File: src/rtl/ft232h_pkg.sv
// Shared types and constants for the FT232H 245-sync FIFO responder.
package ft232h_pkg;

   localparam int unsigned BYTE_W = 8;

   // Bus ownership: idle, one-cycle turnaround, responder driving RX data.
   typedef enum logic [1:0] {
      StIdle,
      StRxTurn,
      StRxDrive
   } bus_state_t;

endpackage

File: src/rtl/ft232h_fifo_responder_if.sv
// FT232H pin bundle plus host-side RX/TX byte streams.
// master: the FPGA/host side; slave: the chip-side responder.
interface ft232h_fifo_responder_if;

   logic                            rxf_n;
   logic                            txe_n;
   logic                            rd_n;
   logic                            wr_n;
   logic                            oe_n;
   logic                            siwu_n;
   logic [ft232h_pkg::BYTE_W-1:0]   data_in;
   logic [ft232h_pkg::BYTE_W-1:0]   data_out;
   logic                            data_oe;
   logic [ft232h_pkg::BYTE_W-1:0]   host_rx_data;
   logic                            host_rx_valid;
   logic                            host_rx_ready;
   logic [ft232h_pkg::BYTE_W-1:0]   host_tx_data;
   logic                            host_tx_valid;
   logic                            host_tx_ready;

   modport master (
      input  rxf_n, txe_n, data_out, data_oe, host_rx_ready, host_tx_data, host_tx_valid,
      output rd_n, wr_n, oe_n, siwu_n, data_in, host_rx_data, host_rx_valid, host_tx_ready
   );

   modport slave (
      output rxf_n, txe_n, data_out, data_oe, host_rx_ready, host_tx_data, host_tx_valid,
      input  rd_n, wr_n, oe_n, siwu_n, data_in, host_rx_data, host_rx_valid, host_tx_ready
   );

endinterface

File: src/rtl/ft232h_resp_fifo.sv
// Synchronous first-word-fall-through byte FIFO. A full FIFO accepts a push
// on the same edge as a pop. Storage is reset so the head reads 0 after reset.
module ft232h_resp_fifo
   import ft232h_pkg::*;
#(
   parameter int unsigned DEPTH = 16
) (
   input  logic                    clk_i,
   input  logic                    rst_i,
   input  logic                    push_i,
   input  logic                    pop_i,
   input  logic [BYTE_W-1:0]       wdata_i,
   output logic [BYTE_W-1:0]       rdata_o,
   output logic [$clog2(DEPTH):0]  count_o,
   output logic [$clog2(DEPTH):0]  count_next_o,
   output logic                    full_o,
   output logic                    empty_o
);

   localparam int unsigned PtrW = $clog2(DEPTH);
   localparam int unsigned CntW = PtrW + 1;

   logic [BYTE_W-1:0] mem_q [DEPTH];
   logic [PtrW-1:0]   wr_ptr_q, rd_ptr_q;
   logic [CntW-1:0]   count_q, count_d;
   logic              do_push, do_pop;

   assign full_o       = (count_q == CntW'(DEPTH));
   assign empty_o      = (count_q == '0);
   assign do_pop       = pop_i & ~empty_o;
   assign do_push      = push_i & (~full_o | do_pop);
   assign rdata_o      = mem_q[rd_ptr_q];
   assign count_o      = count_q;
   assign count_next_o = count_d;

   // Occupancy after this edge; simultaneous push and pop leaves it unchanged.
   always_comb begin
      count_d = count_q;
      if (do_push && !do_pop) begin
         count_d = count_q + CntW'(1);
      end else if (!do_push && do_pop) begin
         count_d = count_q - CntW'(1);
      end
   end

   // Storage, pointers (wrap modulo DEPTH) and occupancy.
   always_ff @(posedge clk_i or posedge rst_i) begin
      if (rst_i) begin
         for (int unsigned i = 0; i < DEPTH; i++) begin
            mem_q[i] <= '0;
         end
         wr_ptr_q <= '0;
         rd_ptr_q <= '0;
         count_q  <= '0;
      end else begin
         if (do_push) begin
            mem_q[wr_ptr_q] <= wdata_i;
            wr_ptr_q        <= wr_ptr_q + PtrW'(1);
         end
         if (do_pop) begin
            rd_ptr_q <= rd_ptr_q + PtrW'(1);
         end
         count_q <= count_d;
      end
   end

endmodule

File: src/rtl/ft232h_fifo_responder.sv
// Chip-side model of the FT232H 245 synchronous FIFO interface. Answers an
// FPGA-side master on the FT232H pins and bridges to host RX/TX byte streams.
// Optional feature macro FT232H_RESP_SIWU_EN: TX bytes are held back until
// TX_PKT_THRESHOLD are queued or a send-immediate (siwu_n) flush is pending.
module ft232h_fifo_responder
   import ft232h_pkg::*;
#(
   parameter int unsigned DEPTH            = 16,
   parameter int unsigned TX_PKT_THRESHOLD = 8
) (
   input  logic                   clk_i,
   input  logic                   rst_i,
   ft232h_fifo_responder_if.slave bus_if,
   output logic                   proto_err_o
);

   localparam int unsigned     CntW    = $clog2(DEPTH) + 1;
   localparam logic [CntW-1:0] FullCnt = CntW'(DEPTH);

   bus_state_t        state_q;
   logic              data_oe_q, proto_err_q;
   logic              rxf_n_q, txe_n_q, host_rx_ready_q;
   logic              rx_push, rx_pop, tx_push, tx_pop, tx_valid;
   logic [BYTE_W-1:0] rx_head, tx_head;
   logic [CntW-1:0]   rx_cnt, rx_cnt_next, tx_cnt, tx_cnt_next;
   logic              rx_full, rx_empty, tx_full, tx_empty;

   assign rx_push = bus_if.host_rx_valid & host_rx_ready_q;
   assign rx_pop  = ~bus_if.rd_n & ~bus_if.oe_n & ~rxf_n_q & (state_q == StRxDrive);
   // Writes are refused while the responder owns the bus.
   assign tx_push = ~bus_if.wr_n & ~txe_n_q & (state_q != StRxDrive) & ~data_oe_q;
   assign tx_pop  = tx_valid & bus_if.host_tx_ready;

   ft232h_resp_fifo #(.DEPTH(DEPTH)) u_rx_fifo (
      .clk_i        (clk_i),
      .rst_i        (rst_i),
      .push_i       (rx_push),
      .pop_i        (rx_pop),
      .wdata_i      (bus_if.host_rx_data),
      .rdata_o      (rx_head),
      .count_o      (rx_cnt),
      .count_next_o (rx_cnt_next),
      .full_o       (rx_full),
      .empty_o      (rx_empty)
   );

   ft232h_resp_fifo #(.DEPTH(DEPTH)) u_tx_fifo (
      .clk_i        (clk_i),
      .rst_i        (rst_i),
      .push_i       (tx_push),
      .pop_i        (tx_pop),
      .wdata_i      (bus_if.data_in),
      .rdata_o      (tx_head),
      .count_o      (tx_cnt),
      .count_next_o (tx_cnt_next),
      .full_o       (tx_full),
      .empty_o      (tx_empty)
   );

`ifdef FT232H_RESP_SIWU_EN
   localparam logic [CntW-1:0] ThrCnt = CntW'(TX_PKT_THRESHOLD);
   logic flush_q;

   // siwu_n arms a flush that holds until the TX FIFO drains.
   always_ff @(posedge clk_i or posedge rst_i) begin
      if (rst_i) begin
         flush_q <= 1'b0;
      end else if (!bus_if.siwu_n) begin
         flush_q <= 1'b1;
      end else if (tx_cnt_next == '0) begin
         flush_q <= 1'b0;
      end
   end

   assign tx_valid = ~tx_empty & ((tx_cnt >= ThrCnt) | flush_q);

   logic unused_sig;
   assign unused_sig = ^{rx_cnt, rx_full, rx_empty, tx_full};
`else
   assign tx_valid = ~tx_empty;

   logic unused_sig;
   assign unused_sig = ^{rx_cnt, rx_full, rx_empty, tx_full, tx_cnt, bus_if.siwu_n,
                         (TX_PKT_THRESHOLD != 0)};
`endif

   // Status flags reflect FIFO occupancy after the current edge.
   always_ff @(posedge clk_i or posedge rst_i) begin
      if (rst_i) begin
         rxf_n_q         <= 1'b1;
         txe_n_q         <= 1'b1;
         host_rx_ready_q <= 1'b0;
      end else begin
         rxf_n_q         <= (rx_cnt_next == '0);
         txe_n_q         <= (tx_cnt_next == FullCnt);
         host_rx_ready_q <= (rx_cnt_next != FullCnt);
      end
   end

   // Bus ownership FSM with registered drive enable and sticky error flag.
   always_ff @(posedge clk_i or posedge rst_i) begin
      if (rst_i) begin
         state_q     <= StIdle;
         data_oe_q   <= 1'b0;
         proto_err_q <= 1'b0;
      end else begin
         if ((!bus_if.rd_n && state_q != StRxDrive) || (!bus_if.wr_n && data_oe_q)) begin
            proto_err_q <= 1'b1;
         end
         unique case (state_q)
            StIdle: begin
               if (!bus_if.oe_n) begin
                  state_q   <= StRxTurn;
                  data_oe_q <= 1'b1;
               end
            end
            StRxTurn: begin
               if (bus_if.oe_n) begin
                  state_q   <= StIdle;
                  data_oe_q <= 1'b0;
               end else begin
                  state_q   <= StRxDrive;
               end
            end
            StRxDrive: begin
               if (bus_if.oe_n) begin
                  state_q   <= StIdle;
                  data_oe_q <= 1'b0;
               end
            end
            default: begin
               state_q   <= StIdle;
               data_oe_q <= 1'b0;
            end
         endcase
      end
   end

   assign bus_if.rxf_n         = rxf_n_q;
   assign bus_if.txe_n         = txe_n_q;
   assign bus_if.data_out      = rx_head;
   assign bus_if.data_oe       = data_oe_q;
   assign bus_if.host_rx_ready = host_rx_ready_q;
   assign bus_if.host_tx_data  = tx_head;
   assign bus_if.host_tx_valid = tx_valid;
   assign proto_err_o          = proto_err_q;

endmodule

File: src/flat_wrapper.sv
// flat-port wrapper written by rule: the top's interface ports become plain ports
module ft232h_fifo_responder_flat import ft232h_pkg::*;
#(
   parameter int unsigned DEPTH            = 16,
   parameter int unsigned TX_PKT_THRESHOLD = 8
)
  (clk_i, rst_i, proto_err_o, bus_if_rxf_n, bus_if_txe_n, bus_if_data_out, bus_if_data_oe, bus_if_host_rx_ready, bus_if_host_tx_data, bus_if_host_tx_valid, bus_if_rd_n, bus_if_wr_n, bus_if_oe_n, bus_if_siwu_n, bus_if_data_in, bus_if_host_rx_data, bus_if_host_rx_valid, bus_if_host_tx_ready);
  ft232h_fifo_responder_if bus_if_i ();
  input  logic clk_i;
  input  logic rst_i;
  output logic proto_err_o;
  output wire logic [$bits(bus_if_i.rxf_n)-1:0] bus_if_rxf_n;
  output wire logic [$bits(bus_if_i.txe_n)-1:0] bus_if_txe_n;
  output wire logic [$bits(bus_if_i.data_out)-1:0] bus_if_data_out;
  output wire logic [$bits(bus_if_i.data_oe)-1:0] bus_if_data_oe;
  output wire logic [$bits(bus_if_i.host_rx_ready)-1:0] bus_if_host_rx_ready;
  output wire logic [$bits(bus_if_i.host_tx_data)-1:0] bus_if_host_tx_data;
  output wire logic [$bits(bus_if_i.host_tx_valid)-1:0] bus_if_host_tx_valid;
  input wire logic [$bits(bus_if_i.rd_n)-1:0] bus_if_rd_n;
  input wire logic [$bits(bus_if_i.wr_n)-1:0] bus_if_wr_n;
  input wire logic [$bits(bus_if_i.oe_n)-1:0] bus_if_oe_n;
  input wire logic [$bits(bus_if_i.siwu_n)-1:0] bus_if_siwu_n;
  input wire logic [$bits(bus_if_i.data_in)-1:0] bus_if_data_in;
  input wire logic [$bits(bus_if_i.host_rx_data)-1:0] bus_if_host_rx_data;
  input wire logic [$bits(bus_if_i.host_rx_valid)-1:0] bus_if_host_rx_valid;
  input wire logic [$bits(bus_if_i.host_tx_ready)-1:0] bus_if_host_tx_ready;
  assign bus_if_rxf_n = bus_if_i.rxf_n;
  assign bus_if_txe_n = bus_if_i.txe_n;
  assign bus_if_data_out = bus_if_i.data_out;
  assign bus_if_data_oe = bus_if_i.data_oe;
  assign bus_if_host_rx_ready = bus_if_i.host_rx_ready;
  assign bus_if_host_tx_data = bus_if_i.host_tx_data;
  assign bus_if_host_tx_valid = bus_if_i.host_tx_valid;
  assign bus_if_i.rd_n = bus_if_rd_n;
  assign bus_if_i.wr_n = bus_if_wr_n;
  assign bus_if_i.oe_n = bus_if_oe_n;
  assign bus_if_i.siwu_n = bus_if_siwu_n;
  assign bus_if_i.data_in = bus_if_data_in;
  assign bus_if_i.host_rx_data = bus_if_host_rx_data;
  assign bus_if_i.host_rx_valid = bus_if_host_rx_valid;
  assign bus_if_i.host_tx_ready = bus_if_host_tx_ready;
  ft232h_fifo_responder #(.DEPTH(DEPTH), .TX_PKT_THRESHOLD(TX_PKT_THRESHOLD)) u_core (.clk_i(clk_i), .rst_i(rst_i), .bus_if(bus_if_i), .proto_err_o(proto_err_o));
endmodule
File: config.mk
export PLATFORM = sky130hd
export DESIGN_NAME = ft232h_fifo_responder_flat
export DESIGN_NICKNAME = d
export VERILOG_FILES = /design/src/rtl/ft232h_pkg.sv /design/src/rtl/ft232h_fifo_responder_if.sv /design/src/rtl/ft232h_resp_fifo.sv /design/src/rtl/ft232h_fifo_responder.sv /design/src/flat_wrapper.sv
export SDC_FILE = /design/constraint.sdc
export NUM_CORES = 1
export LEC_CHECK = 0
export ABC_AREA = 1
export CAP_MARGIN = 0
export CORE_MARGIN = 5
export CORE_UTILIZATION = 28
export CTS_BUF_LIST = sky130_fd_sc_hd__clkbuf_4 sky130_fd_sc_hd__clkbuf_8
export CTS_CLUSTER_SIZE = 24
export DETAILED_ROUTE_END_ITERATION = 16
export GPL_ROUTABILITY_DRIVEN = 0
export GPL_TIMING_DRIVEN = 0
export PLACE_DENSITY = 0.39
export SYNTH_ARGS = -nofsm -noshare
export SYNTH_HDL_FRONTEND = slang
export SYNTH_SLANG_ARGS = --single-unit
export TNS_END_PERCENT = 20
File: constraint.sdc
create_clock -name clk_i -period 21.2 [get_ports clk_i]
set_input_delay 5.3 -clock clk_i [delete_from_list [all_inputs] [get_ports clk_i]]
set_output_delay 5.3 -clock clk_i [all_outputs]
set_load 0.005 [all_outputs]
==> impl_metrics.env, run 1 <==
export IMPL_synth_warnings=0
export IMPL_slowest_delay_ns=0.47
export IMPL_slew_headroom_pct=40.9
export IMPL_grt_usage_pct=17.1
export IMPL_maxCapViolations=0
export IMPL_ir_drop_mv=0.0541
export IMPL_num_rows=81
export IMPL_routed_wl_mm=45.8
export IMPL_crit_path_max_fanout=10
export IMPL_die_h_um=232
export IMPL_vias=11178
export IMPL_io_buffers=44
export IMPL_final_hold_viol_count=0
export IMPL_finalSetupTns_ns=0
export IMPL_hpwl_mm=31.6
export IMPL_synthCells=1525
export IMPL_yosys_area_top_type="dfrtp_1"
export IMPL_cp_required_ns=15.90
export IMPL_period_minus_slack_ns=8.66
export IMPL_drc=0
export IMPL_path_delay_family="buffers and inverters"
export IMPL_synth_async_sr_flop_share_pct=100
export IMPL_cts_hold_buffers=0
export IMPL_final_nets=1672
export IMPL_hold_path_class="flop to flop"
export IMPL_root_buffer="clkbuf_8"
export IMPL_vias_per_cell=4.77
export IMPL_synth_cell_types=37
export IMPL_path_cells="buf_2 -> clkinv_1 -> clkbuf_1 -> nor2_1 -> nor2_1 -> o21ai_0 -> o211ai_1 -> o211ai_1 -> nand2_1 -> clkdlybuf4s50_1"
export IMPL_cp_arrival_ns=3.36
export IMPL_clk_pin_slew_ns=0.06
export IMPL_synthTopCellsByCount="341 x nand2_1, 287 x dfrtp_1, 266 x o21ai_0, 83 x inv_1, 77 x o21ai_1"
export IMPL_cp_buffers_inverters=4
export IMPL_critPathLaunchType="flop"
export IMPL_drtIter0Drc=848
export IMPL_drv_slew=0
export IMPL_seq_area_frac_synth_pct=52.5
export IMPL_grt_max_degree=123
export IMPL_synth_nets=1568
export IMPL_syn2layout_area_growth_pct=19.0
export IMPL_cp_slowest_cell="clkdlybuf4s50_1"
export IMPL_power_leakage_uw=0.00742
export IMPL_grt_overflow=0
export IMPL_worst_pin_slew_ns=0.886
export IMPL_cts_resized=0
export IMPL_first_pass_iters=6
export IMPL_synth_area_leaders="dfrtp_1 52%, o21ai_0 9.7%, nand2_1 9.3%"
export IMPL_ys_ff_latch=289
export IMPL_core_area_mm2=0.0488
export IMPL_synth_top_flop_cell="dfrtp_1"
export IMPL_clk_insertion_delay_late_ns=0.64
export IMPL_min_period_over_period_pct=40.9
export IMPL_diodes=0
export IMPL_die_w_um=232
export IMPL_htreeDepth=2
export IMPL_clk_path_buf_depth=3
export IMPL_grt_pass1_vias=11527
export IMPL_synth_most_common_cell="nand2_1"
export IMPL_clock_skew_final_ns=0.0317
export IMPL_ant_nets=0
export IMPL_postCtsSetupBuffers=0
export IMPL_outcome="finished, final reports clean"
export IMPL_synth_top_area_share_pct=52.1
export IMPL_cts_tree="built"
export IMPL_syn_area_per_cell_um2=9.03
export IMPL_fmax_ghz=0.115
export IMPL_holdWs_ns=0.471
export IMPL_antenna_found_initial=0
export IMPL_endpoint_kind="primary output"
export IMPL_drive_gt1_share_pct=11.6
export IMPL_synth_edff_count=0
export IMPL_numCtsBuffers=56
export IMPL_wl_per_cell_um=19.6
export IMPL_dieArea_mm2=0.0537
export IMPL_syn_cell_area_mm2=0.0138
export IMPL_cts_sinks=289
export IMPL_setup_viol=0
export IMPL_worst_setup_path_type="flop to primary output"
export IMPL_grt_pass1_wl_mm=71.1
export IMPL_powerDensity_mw_per_mm2=161
export IMPL_io_pins=46
export IMPL_initial_utilization_pct=28.2
export IMPL_grt_setup_unrepaired="false"
kinds of logic after synthesis:
| kind of cell | Yosys count | synth area share (%) |
|---|---|---|
| multiplexers | 54 | 3.92 |
| flip-flops | 289 | 52.5 |
| AND/OR/NAND/NOR | 491 | 16.2 |
| AO/OA/AOI/OAI | 459 | 18.2 |
| XOR/XNOR | 20 | 1.27 |
| adder cells (fa/ha/maj) | 19 | 1.73 |
| buffers and inverters | 193 | 6.15 |
through the flow:
stage               total power, uW  util (%)  instances  area, um2  setup WS (ns)
floorplan                      1620         -       1525      13800           7.93
global placement               2030      30.8       2233      15000           3.23
detailed placement             2040      30.9       2235      15100          13.10
CTS                            2680      33.6       2341      16400          12.41
global route                   2850      33.6       2341      16400          12.25
finish                         2650      33.6       2341      16400          12.54
worst paths after layout:
| kind | from | to | slack, ns | cells after the start |
|---|---|---|---|---|
| worst max-delay path | u_core.u_tx_fifo.rd_ptr_q[0] | bus_if_host_tx_data[3] | 12.54 | 10 |
| worst min-delay path | u_core.proto_err_o | u_core.proto_err_o | 0.47 | 2 |
| worst max register to register | u_core.state_q[0] | u_core.u_tx_fifo.mem_q[49] | 18.77 | 11 |
| worst min register to register | u_core.proto_err_o | u_core.proto_err_o | 0.47 | 2 |
| max in group asynchronous | rst_i | u_core.u_rx_fifo.mem_q[16] | 15.00 | 3 |
| min in group asynchronous | rst_i | u_core.u_rx_fifo.mem_q[18] | 5.10 | 2 |
layout make-up:
type                       instances  area, um2
buffer                           100        493
clock buffer                     103       1260
clock inverter                     3       18.8
fill                            5198      32500
inverter                          93        362
multi-input combinational       1043       5700
sequential                       289       7230
tap                              664        831
timing repair buffer              46        495
worst register-to-register path, stage by stage (launching register included):
cell      delay, ns
dfrtp_1        0.35
inv_1          0.07
ha_1           0.25
nor2_1         0.12
nand2_1        0.13
clkinv_1       0.08
nand2_2        0.09
inv_2          0.13
nand4_1        0.49
clkbuf_1       0.39
nand2_1        0.10
o21ai_0        0.07
routing by layer:
layer	track usage [%]	vias up	part of all wire [%]
met5	0	-	0
met4	6.68	0	3.7
met3	2.54	91	3.5
met2	28.5	230	48
met1	22.5	5462	45
li1	-	5395	-
power breakdown:
group          leakage [uW]  switching [uW]  total [uW]  internal [uW]
clock network      0.000688             253         622            369
logic               0.00306             691        1100            409
registers           0.00367             133         924            791
cells in the final DEF, fill, tap and decap left out, types with 19 or more instances in the layout:
cell,count
clkbuf_8,78
o21ai_1,77
o21ai_0,266
clkbuf_4,25
inv_1,82
o211ai_1,54
mux2i_1,54
nand2_1,341
a21oi_1,34
buf_2,27
clkbuf_1,59
dfrtp_1,287
nor2_1,70
ha_1,19
nand3_1,29
clkdlybuf4s50_1,44
flip-flops by register name (all words and copies together) (netlist names):
signal                       flops
u_core.u_rx_fifo.rd_ptr_q        4
u_core.bus_if.data_oe            1
u_core.bus_if.txe_n              1
u_core.state_q                   2
u_core.u_rx_fifo.wr_ptr_q        4
u_core.u_tx_fifo.mem_q         128
u_core.u_rx_fifo.count_o         5
u_core.bus_if.rxf_n              1
u_core.u_tx_fifo.wr_ptr_q        4
u_core.proto_err_o               1
u_core.u_rx_fifo.mem_q         128
u_core.u_tx_fifo.count_o         5
u_core.u_tx_fifo.rd_ptr_q        4
u_core.bus_if.host_rx_ready      1
Note: power is estimated with default switching activity, not from simulation.
==> inputs of run 2 (changes only) <==
Clock period 21.2 ns to 8.75 ns, I/O delays scaled along.
==> impl_metrics.env, run 2 (same netlist as run 1, synthesis figures left out) <==
export IMPL_outcome="finished, final reports clean"
export IMPL_hold_path_class="flop to flop"
export IMPL_grt_pass1_wl_mm=71.0
export IMPL_die_w_um=232
export IMPL_root_buffer="clkbuf_8"
export IMPL_num_rows=81
export IMPL_antenna_found_initial=0
export IMPL_critPathLaunch="u_core.u_rx_fifo.rd_ptr_q[0]"
export IMPL_holdWs_ns=0.474
export IMPL_min_to="u_core.proto_err_o"
export IMPL_path_cells="clkbuf_1 -> buf_2 -> buf_2 -> o21ai_0 -> o21ai_0 -> o211ai_1 -> nand2_1 -> clkdlybuf4s50_1"
export IMPL_slew_headroom_pct=41.9
export IMPL_final_hold_viol_count=0
export IMPL_cts_tree="built"
export IMPL_nFillCells=5159
export IMPL_top_regs="u_core.u_rx_fifo.mem_q: 128 flops, u_core.u_tx_fifo.mem_q: 128 flops"
export IMPL_clock_skew_final_ns=0.0320
export IMPL_setup_viol=0
export IMPL_period_minus_slack_ns=5.55
export IMPL_powerDensity_mw_per_mm2=393
export IMPL_worst_pin_slew_ns=0.872
export IMPL_cts_hold_buffers=0
export IMPL_grt_pass1_vias=11346
export IMPL_clk_path_buf_depth=3
export IMPL_die_h_um=232
export IMPL_endpoint_kind="primary output"
export IMPL_first_pass_iters=5
export IMPL_grt_usage_pct=17.2
export IMPL_vias=11111
export IMPL_postCtsSetupBuffers=0
export IMPL_wl_per_cell_um=19.8
export IMPL_critPathLaunchType="flop"
export IMPL_grt_overflow=0
export IMPL_layout_commonest_cell="nand2_1"
export IMPL_r2r_start="u_core.state_q[0]"
export IMPL_cts_sinks=289
export IMPL_cp_arrival_ns=3.37
export IMPL_io_buffers=44
export IMPL_finalSetupTns_ns=0
export IMPL_numCtsBuffers=55
export IMPL_finalCoreUtilization_pct=33.8
export IMPL_power_leakage_uw=0.00747
export IMPL_hpwl_mm=32.5
export IMPL_syn2layout_area_growth_pct=20.0
export IMPL_io_pins=46
export IMPL_crit_path_max_fanout=10
export IMPL_routed_wl_mm=46.3
export IMPL_initial_utilization_pct=28.2
export IMPL_clk_pin_slew_ns=0.06
export IMPL_grt_max_degree=40
export IMPL_cts_resized=0
export IMPL_clk_insertion_delay_late_ns=0.65
export IMPL_drtIter0Drc=796
export IMPL_most_common_layout_cells="341 x nand2_1, 287 x dfrtp_1, 266 x o21ai_0"
export IMPL_worst_setup_path_type="flop to primary output"
export IMPL_drive_gt1_share_pct=11.6
export IMPL_drv_slew=0
export IMPL_cp_required_ns=6.56
export IMPL_cp_slowest_cell="clkdlybuf4s50_1"
export IMPL_worstHoldStart="u_core.proto_err_o"
export IMPL_vias_per_cell=4.74
export IMPL_diodes=0
export IMPL_grt_setup_unrepaired="false"
export IMPL_maxCapViolations=0
export IMPL_final_nets=1677
export IMPL_ant_nets=0
export IMPL_drc=0
export IMPL_r2r_end="u_core.u_tx_fifo.mem_q[49]"
export IMPL_htreeDepth=2
export IMPL_fmax_ghz=0.180
export IMPL_ir_drop_mv=0.143
export IMPL_core_area_mm2=0.0488
export IMPL_reg2reg_depth=11
export IMPL_whs_path_depth=2
export IMPL_rrSetupSlack_ns=6.36
export IMPL_min_period_over_period_pct=63.5
export IMPL_dieArea_mm2=0.0537
export IMPL_slowest_delay_ns=0.53
[run 2: worst max-delay path: cells and delay by family (launching register included)]
kind                   cells  cell delay [ns]
AND/OR/NAND/NOR            1             0.17
flip-flops                 1             0.35
AO/OA/AOI/OAI              3             0.61
buffers and inverters      4             1.59
[run 2: how the worst max path moves through the flow]
stage	to	slack, ns	cells past startpoint
floorplan	u_core.bus_if.data_oe	2.73	1
global placement	u_core.u_tx_fifo.mem_q[52]	0.14	2
detailed placement	bus_if_data_out[1]	3.87	8
CTS	bus_if_host_tx_data[5]	3.14	10
global route	bus_if_host_tx_data[5]	3.00	10
finish	bus_if_data_out[2]	3.20	8
[run 2: final cells by class]
type	instances	area, um2	share of cell area, %
inverter	93	358	2.17
clock buffer	90	1140	6.93
multi-input combinational	1043	5700	34.5
timing repair buffer	52	608	3.68
clock inverter	11	161	0.977
tap	664	831	5.03
sequential	289	7230	43.8
buffer	100	493	2.98
[run 2: routing by layer]
metal / up-vias / global-route usage (%) / part of all wire, %
li1: 5402 / - / -
met1: 5383 / 23.0 / 46
met2: 236 / 27.9 / 47
met3: 90 / 2.75 / 3.7
met4: 0 / 7.24 / 3.9
met5: - / 0 / 0
[run 2: power breakdown]
part	total, uW	internal, uW	switching (uW)
logic	2690	995	1690
clock network	1570	942	624
registers	2240	1920	323
total	6490	3850	2640
[run 2: stage by stage]
step	std cells	setup WS (ns)	instance area [um2]	power, uW
finish	2342	3.20	16500	6490
global route	2342	3.00	16500	6980
CTS	2342	3.14	16500	6570
detailed placement	2241	3.87	15200	4960
global placement	2233	0.137	15100	4940
floorplan	1525	2.73	13800	3920
